==> config.mk <==
export PLATFORM = sky130hd
export DESIGN_NAME = alu_operand_loader
export DESIGN_NICKNAME = d
export VERILOG_FILES = /design/src/rtl/alu_pkg.sv /design/src/rtl/alu_strb_sync.sv /design/src/rtl/alu_operand_loader.sv
export SDC_FILE = /design/constraint.sdc
export NUM_CORES = 1
export LEC_CHECK = 0
export BUFFER_PORTS_ARGS = -buffer_cell sky130_fd_sc_hd__buf_2
export CORE_ASPECT_RATIO = 1.25
export CORE_MARGIN = 1.5
export CORE_UTILIZATION = 45
export DETAILED_ROUTE_END_ITERATION = 12
export MAX_ROUTING_LAYER = met4
export PLACE_DENSITY = 0.75
export SYNTH_ARGS = -nofsm -noshare
export SYNTH_HDL_FRONTEND = slang
export SYNTH_HIERARCHICAL = 1
export SYNTH_SLANG_ARGS = --single-unit
==> constraint.sdc <==
create_clock -name clk -period 1.5 [get_ports clk]
set_clock_uncertainty 0.1 [all_clocks]
set_input_delay 0.3 -clock clk [delete_from_list [all_inputs] [get_ports clk]]
set_output_delay 0.3 -clock clk [all_outputs]
set_load 0.01 [all_outputs]
==> src/rtl/alu_pkg.sv <==
// -----------------------------------------------------------------------------
// alu_pkg
// Shared types and defaults for the alu_8bits operand loader.
// -----------------------------------------------------------------------------
package alu_pkg;

    // Default operand/result width and operation-select width.
    parameter int ALU_DATA_W = 8;
    parameter int ALU_OP_W   = 2;

    // Loader sequencing states. HOLD sits outside the 2-bit phase range and
    // is reported to the outside world with the same phase value as EXEC.
    typedef enum logic [2:0] {
        LOAD_A  = 3'd0,
        LOAD_B  = 3'd1,
        LOAD_OP = 3'd2,
        EXEC    = 3'd3,
        HOLD    = 3'd4
    } ldr_state_e;

    // Operation-select encodings understood by alu_8bits.
    typedef enum logic [1:0] {
        OP_ADD = 2'd0,
        OP_SUB = 2'd1,
        OP_AND = 2'd2,
        OP_OR  = 2'd3
    } alu_op_e;

    // Map a loader state onto the 2-bit debug/status phase.
    function automatic logic [1:0] state_to_phase(input ldr_state_e s);
        logic [1:0] p;
        if (s == HOLD) begin
            p = 2'd3;
        end else begin
            p = s[1:0];
        end
        return p;
    endfunction

    // True while the loader is collecting bytes.
    function automatic logic is_load_state(input ldr_state_e s);
        return (s == LOAD_A) || (s == LOAD_B) || (s == LOAD_OP);
    endfunction

endpackage : alu_pkg

==> src/rtl/alu_strb_sync.sv <==
// -----------------------------------------------------------------------------
// alu_strb_sync
// Two-flop synchronizer plus rising-edge detector for an asynchronous byte
// strobe pin. Only built when ALU_LDR_STROBE_SYNC_EN is defined; without the
// macro this file contributes no hardware.
// -----------------------------------------------------------------------------
`ifdef ALU_LDR_STROBE_SYNC_EN
module alu_strb_sync (
    input  logic clk,
    input  logic rst,
    input  logic ena,
    input  logic strobe_raw,
    output logic strobe_pulse
);

    logic sync_q1;
    logic sync_q2;
    logic sync_q3;

    // Synchronize the raw strobe and keep one extra stage for edge detection;
    // the chain freezes with ena like every other flop in the loader.
    always_ff @(posedge clk) begin
        if (rst) begin
            sync_q1 <= 1'b0;
            sync_q2 <= 1'b0;
            sync_q3 <= 1'b0;
        end else if (ena) begin
            // NOTE: non-blocking assignments let each stage see the previous
            // stage's old value, which is what makes this a shift chain.
            sync_q1 <= strobe_raw;
            sync_q2 <= sync_q1;
            sync_q3 <= sync_q2;
        end
    end

    // One-cycle pulse on the synchronized rising edge of the strobe.
    assign strobe_pulse = sync_q2 & ~sync_q3;

endmodule : alu_strb_sync
`endif

==> src/rtl/alu_operand_loader.sv <==
// -----------------------------------------------------------------------------
// alu_operand_loader
// Collects operand A, operand B and the operation select as three bytes over
// one shared bus, holds them on the alu_8bits inputs, registers the ALU result
// and presents it on a valid/ready handshake.
//
// Build option: ALU_LDR_STROBE_SYNC_EN
//   defined   - in_valid is an asynchronous strobe; it is synchronized and
//               edge-detected, and one byte is loaded per strobe.
//   undefined - in_valid is a synchronous level-valid used directly.
// -----------------------------------------------------------------------------
module alu_operand_loader
    import alu_pkg::*;
#(
    parameter int DATA_W = ALU_DATA_W,
    parameter int OP_W   = ALU_OP_W
) (
    input  logic              clk,
    input  logic              rst,
    input  logic              ena,
    input  logic [DATA_W-1:0] data_in,
    input  logic              in_valid,
    output logic              in_ready,
    output logic [DATA_W-1:0] alu_a,
    output logic [DATA_W-1:0] alu_b,
    output logic [OP_W-1:0]   alu_s,
    input  logic [DATA_W-1:0] alu_result,
    output logic [DATA_W-1:0] res_data,
    output logic              res_valid,
    input  logic              res_ready,
    output logic [1:0]        phase
);

    ldr_state_e        state;
    ldr_state_e        state_nxt;

    logic [DATA_W-1:0] a_reg;
    logic [DATA_W-1:0] b_reg;
    logic [OP_W-1:0]   s_reg;
    logic [DATA_W-1:0] res_reg;
    logic              res_vld_reg;

    logic              byte_valid;
    logic              accept;
    logic              load_a;
    logic              load_b;
    logic              load_s;
    logic              capture_res;
    logic              release_res;

    // Upper bits of the op byte carry no meaning and are dropped.
    logic              unused_op_bits;
    assign unused_op_bits = ^data_in[DATA_W-1:OP_W];

`ifdef ALU_LDR_STROBE_SYNC_EN
    alu_strb_sync u_strb_sync (
        .clk          (clk),
        .rst          (rst),
        .ena          (ena),
        .strobe_raw   (in_valid),
        .strobe_pulse (byte_valid)
    );
`else
    assign byte_valid = in_valid;
`endif

    assign in_ready = ena & is_load_state(state);
    assign accept   = byte_valid & in_ready;

    // Next state and per-register load strobes.
    always_comb begin
        // NOTE: every signal written here gets a default first so no path
        // leaves one unassigned, which would otherwise infer a latch.
        state_nxt   = state;
        load_a      = 1'b0;
        load_b      = 1'b0;
        load_s      = 1'b0;
        capture_res = 1'b0;
        release_res = 1'b0;

        unique case (state)
            LOAD_A: begin
                if (accept) begin
                    load_a    = 1'b1;
                    state_nxt = LOAD_B;
                end
            end
            LOAD_B: begin
                if (accept) begin
                    load_b    = 1'b1;
                    state_nxt = LOAD_OP;
                end
            end
            LOAD_OP: begin
                if (accept) begin
                    load_s    = 1'b1;
                    state_nxt = EXEC;
                end
            end
            EXEC: begin
                if (ena) begin
                    capture_res = 1'b1;
                    state_nxt   = HOLD;
                end
            end
            HOLD: begin
                if (ena && res_ready) begin
                    release_res = 1'b1;
                    state_nxt   = LOAD_A;
                end
            end
            default: begin
                state_nxt = LOAD_A;
            end
        endcase
    end

    // State register; ena low freezes the sequence.
    always_ff @(posedge clk) begin
        if (rst) begin
            state <= LOAD_A;
        end else if (ena) begin
            state <= state_nxt;
        end
    end

    // Operand registers; each loads only on acceptance in its own phase.
    always_ff @(posedge clk) begin
        // NOTE: these are plain registers, not a memory, so they take a reset
        // value and the ALU inputs are defined straight out of reset.
        if (rst) begin
            a_reg <= '0;
            b_reg <= '0;
            s_reg <= '0;
        end else begin
            if (load_a) begin
                a_reg <= data_in;
            end
            if (load_b) begin
                b_reg <= data_in;
            end
            if (load_s) begin
                s_reg <= data_in[OP_W-1:0];
            end
        end
    end

    // Result register and valid flag; valid drops when the result is consumed.
    always_ff @(posedge clk) begin
        if (rst) begin
            res_reg     <= '0;
            res_vld_reg <= 1'b0;
        end else if (capture_res) begin
            res_reg     <= alu_result;
            res_vld_reg <= 1'b1;
        end else if (release_res) begin
            res_vld_reg <= 1'b0;
        end
    end

    assign alu_a     = a_reg;
    assign alu_b     = b_reg;
    assign alu_s     = s_reg;
    assign res_data  = res_reg;
    assign res_valid = res_vld_reg;
    assign phase     = state_to_phase(state);

endmodule : alu_operand_loader

## Word level (Yosys, flattened, before mapping)

Cells that the tools add are included.

- Output and inout bits: 30
- Flip-flop bits (word level): 30
- Bits of input ports: 21
- Logic and storage cells: 38

- Eq/ne operators: 8
- Reduce and logical (&&, ||, !) cells: 6
- Bitwise operators: 2
- Mux-type cells: 16

Operator list:

| cell | number |
|---|---|
| one-hot mux 3 bit (5 select lines) | 1 |
| 2-to-1 mux 3 bit | 4 |
| 2-to-1 mux 1 bit | 10 |
| != test 2 bit, second input constant | 4 |
| equality test 3 x 2 -> 1 bit, second input constant | 2 |
| AND reduction 5 bit | 1 |
| equality test 3 x 1 -> 1 bit, second input constant | 1 |
| equality test 3 bit, second input constant | 1 |
| zero test 3 bit | 1 |
| bitwise AND 1 bit | 2 |
| logical OR 1 bit | 2 |
| 2-to-1 mux 2 bit | 1 |
| nonzero test 2 bit | 1 |
| logical AND 1 bit | 1 |

## Depth between registers and ports, before layout

- Depth in word-level cells: 7
- Depth in mapped cells: 5
- Mapped depth without buffers: 3

## Worst setup path after synthesis

OpenSTA, ideal clock, no wires.

- Kind: input -> output
- From: in ena
- To: out in_ready
- Slack: 0.140 ns
- Required time: 1.100 ns
- Arrival: 0.960 ns
- Buffers on the path: 1
- Cell stages on the path: 3
- Cells stage by stage: buf_4 -> nor2b_1 -> a21boi_0

- Word-level cells in the longest chain between the ends: 1

Ends and longest elaborated chain:

| element | RTL line | source |
|---|---|---|
| from (decl) | alu_operand_loader.sv:20 | `input logic ena,` |
| bitwise AND 1 bit | alu_operand_loader.sv:67 | `assign in_ready = ena & is_load_state(state);` |
| to (decl) | alu_operand_loader.sv:23 | `output logic in_ready,` |

Every way passes these cells.

## Final worst setup path

- From: reg state[2]
- To: out in_ready

- Word-level cells in the longest chain between the ends: 4
- Elaborated cells between the ends (all ways): 6
- Classes of those cells: eq/ne (2); bitwise (1); reduce/logical (3)

Ends and longest elaborated chain:

| element | RTL line | source |
|---|---|---|
| from (decl) | alu_operand_loader.sv:34 | `ldr_state_e state;` |
| from (signal assigned) | alu_operand_loader.sv:123 | `state <= state_nxt;` |
| equality test 3 x 1 -> 1 bit or zero test 3 bit (tied branches) | alu_pkg.sv:42 | `return (s == LOAD_A) \|\| (s == LOAD_B) \|\| (s == LOAD_OP);` |
| logical OR 1 bit | alu_pkg.sv:42 |  |
| logical OR 1 bit * | alu_pkg.sv:42 |  |
| bitwise AND 1 bit * | alu_operand_loader.sv:67 |  |

Every way passes the cells marked *; elsewhere a longest branch is shown, timed or not.

==> results.ini <==
[outcome]
status = finished, violations left
violations = negative setup slack

[logic_synthesis]
syn-cell-area_sq_um = 1330
syn-num-nets = 176
ys_types = 29
synth_area_leaders = dfxtp_1, a21oi_1, o21ai_0, nand3_1, nand2_1
avgSynthCellArea_sq_um = 8.58
syn_inst = 155
synth_seq_cells = 30
synth_top_area_cell = dfxtp_1
synth-edff-count = 0
synthArstFlopShare_pct = 0
dominantRegCellSynth = dfxtp_1
synth-seq-area-share_pct = 45.2
ys_warn_count = 6
yosysTopAreaCellShare_pct = 45.2

[worst_setup_path]
slowest_stage = dfxtp_4
crit_family = flip-flops
critical_path_arrival_ps = 1120
worstSetupPathType = flip-flop to output pin
cpPeakStageDelay_ps = 380
start_kind = flip-flop
path_buf_inv = 1
reg2reg_slack_ps = 50
path_cells = nor2b_4 -> a21boi_2 -> buf_2
reg2reg_from = state[2]
reg2reg_depth = 6
cp-end-kind = output pin
required_ps = 1100
crit_cells = 3
r2r-end = alu_b[5]
critPathMaxFanout = 6

[grt]
grtUsageMet1_pct = 24.3
antenna_found_initial = 0
grt_first_pass_wirelength_mm = 5.17
grt_util_met3_pct = 6.54
busiest_layer = met2
grt_start_max_net_pins = 31
track_usage_pct = 21.5
use_met2_pct = 35.1
grt_pass1_vias = 1178
overflow = 0

[routing]
drt_first_iter_violations = 23
wl_per_cell_um = 14.0
post-route-drc-count = 0
ant_nets = 0
dr.pass1.iters = 4
wirelength_mm = 3.41
vias = 1339
detail_route.vias_per_cell = 5.49

[power]
pwr-share-seq_pct = 48.3
internal_power_uw = 1290
combPwrFrac_pct = 12.3
total_power_uw = 1710
p_sw_share_pct = 24.4
p_per_area_nw_per_um2 = 963
switchingPower_uw = 416
pwr-share-clk_pct = 39.4
ir_drop_v = 0.000993
power_leakage_uw = 0.000765

[placed_design]
dp_slack_ps = 43.6
dpl.hpwl_mm = 2.31
gp_congestion = 0.835
io_buffers = 50
placed_cells = 230

[worst_hold_path]
hp-class = primary input to flip-flop
hp-start = alu_result[6]
hold_depth = 3
holdPathEnd = res_data[6]

[clock_tree]
cts_tree = yes
hold_buffers = 0
clk_latency_ps = 330
max-clock-path-buffers = 2
cts_root_buf = clkbuf_4
htreeDepth = 2
clk_pin_slew_ps = 90
cts_inserted_buffers = 5
cts_num_sinks = 30

[job]
max-cap-violations = 0

[sta]
period_needed_ps = 1520
slew_viol_final = 0
hold_viol_final = 0
timing.final.crit_share_pct = 101
relSlewSlack_pct = 63.2
rsz0062_at_grt = true
setup_slack_ps = -16.5
finalSetupTns_ps = -16.5
setup_violations = 1
worst_slew_pin_slew_ps = 552
fmax_mhz = 659

[layout]
layout-drive-gt1-share_pct = 42.9
final_common_cell = buf_2
layout_common_cells = buf_2, a21oi_1, dfxtp_1, nand2_1, nand3_1
design.final.nets = 231
syn2layout_area_growth_pct = 33.5
diodes = 0
instances_no_fill = 244

[floorplan]
core_region_area_sq_um = 2730
die_area_sq_um = 3290
boundaryPins = 51
die_w_um = 51.6
dieHeight_um = 63.8
num_rows = 21
start_util_pct = 48.7

## per-layer routing
layer	share of wire, %	wire, um	vias up
met5	0	0	-
met4	2.3	80	0
met3	6.7	229	9
met2	51	1730	41
met1	40	1370	631
li1	-	-	658
## worst min-delay path, cell delays in order
cell	delay [ps]
buf_2	90
nand2_1	40
a21oi_1	50
## cell usage after synthesis (2+ instances only)
cell and n:
and4b_2 2, nand2_1 18, nand4_1 3, o21ai_0 21, clkbuf_2 2, clkbuf_1 4
buf_6 4, nand3_1 16, and2b_2 2, dfxtp_1 30, a21oi_1 29, buf_4 3
inv_1 4, a211oi_1 2
## cell type report
cell class	instances	area, sq um
inverter	4	15.0
clock inverter	1	30.0
multi-input combinational	107	662
clock buffer	6	51.3
tap	34	42.5
sequential	30	612
timing repair buffer	62	363
fill	256	957
## stage by stage
stage | util, % | hold WS, ps | instance area [sq um]
2_1_floorplan | - | 336 | 1330
3_3_place_gp | 57.2 | 341 | 1560
3_5_place_dp | 57.2 | 343 | 1560
4_1_cts | 62.2 | 87.9 | 1700
5_1_grt | 65.0 | 98.9 | 1780
6_report | 65.0 | 99.6 | 1780
## cell families after synthesis
group / synth area share (%)
compound gates: 22.6
simple gates: 23.8
flops: 45.2
buf+inv: 8.47
## flip-flops by register name, indices dropped and copies added (netlist names)
name       count
alu_a          8
alu_b          8
state          3
alu_s          2
res_valid      1
res_data       8
## worst max-delay path by stage
| stage | start | end |
|---|---|---|
| global route | state[2] | in_ready |
| detailed placement | state[1] | res_data[0] |
| CTS | state[2] | in_ready |
| global placement | state[1] | res_data[3] |
| finish | state[2] | in_ready |
| floorplan | ena | in_ready |
## power groups by stage
| stage | sequential (uW) | combinational [uW] | clock, uW |
|---|---|---|---|
| finish | 825 | 210 | 674 |
| CTS | 827 | 184 | 681 |
| global route | 827 | 230 | 718 |
| global placement | 848 | 168 | 0 |
| detailed placement | 849 | 172 | 0 |
| floorplan | 851 | 105 | 0 |
## what timing repair did
item | in CTS | in global routing
pin swaps | 2 | 2
cloned | 0 | 0
buffers inserted | 3 | 4
gates resized for setup | 13 | 18
setup endpoints to repair | 3 | 25
Note: power is estimated with default switching activity, not from simulation.
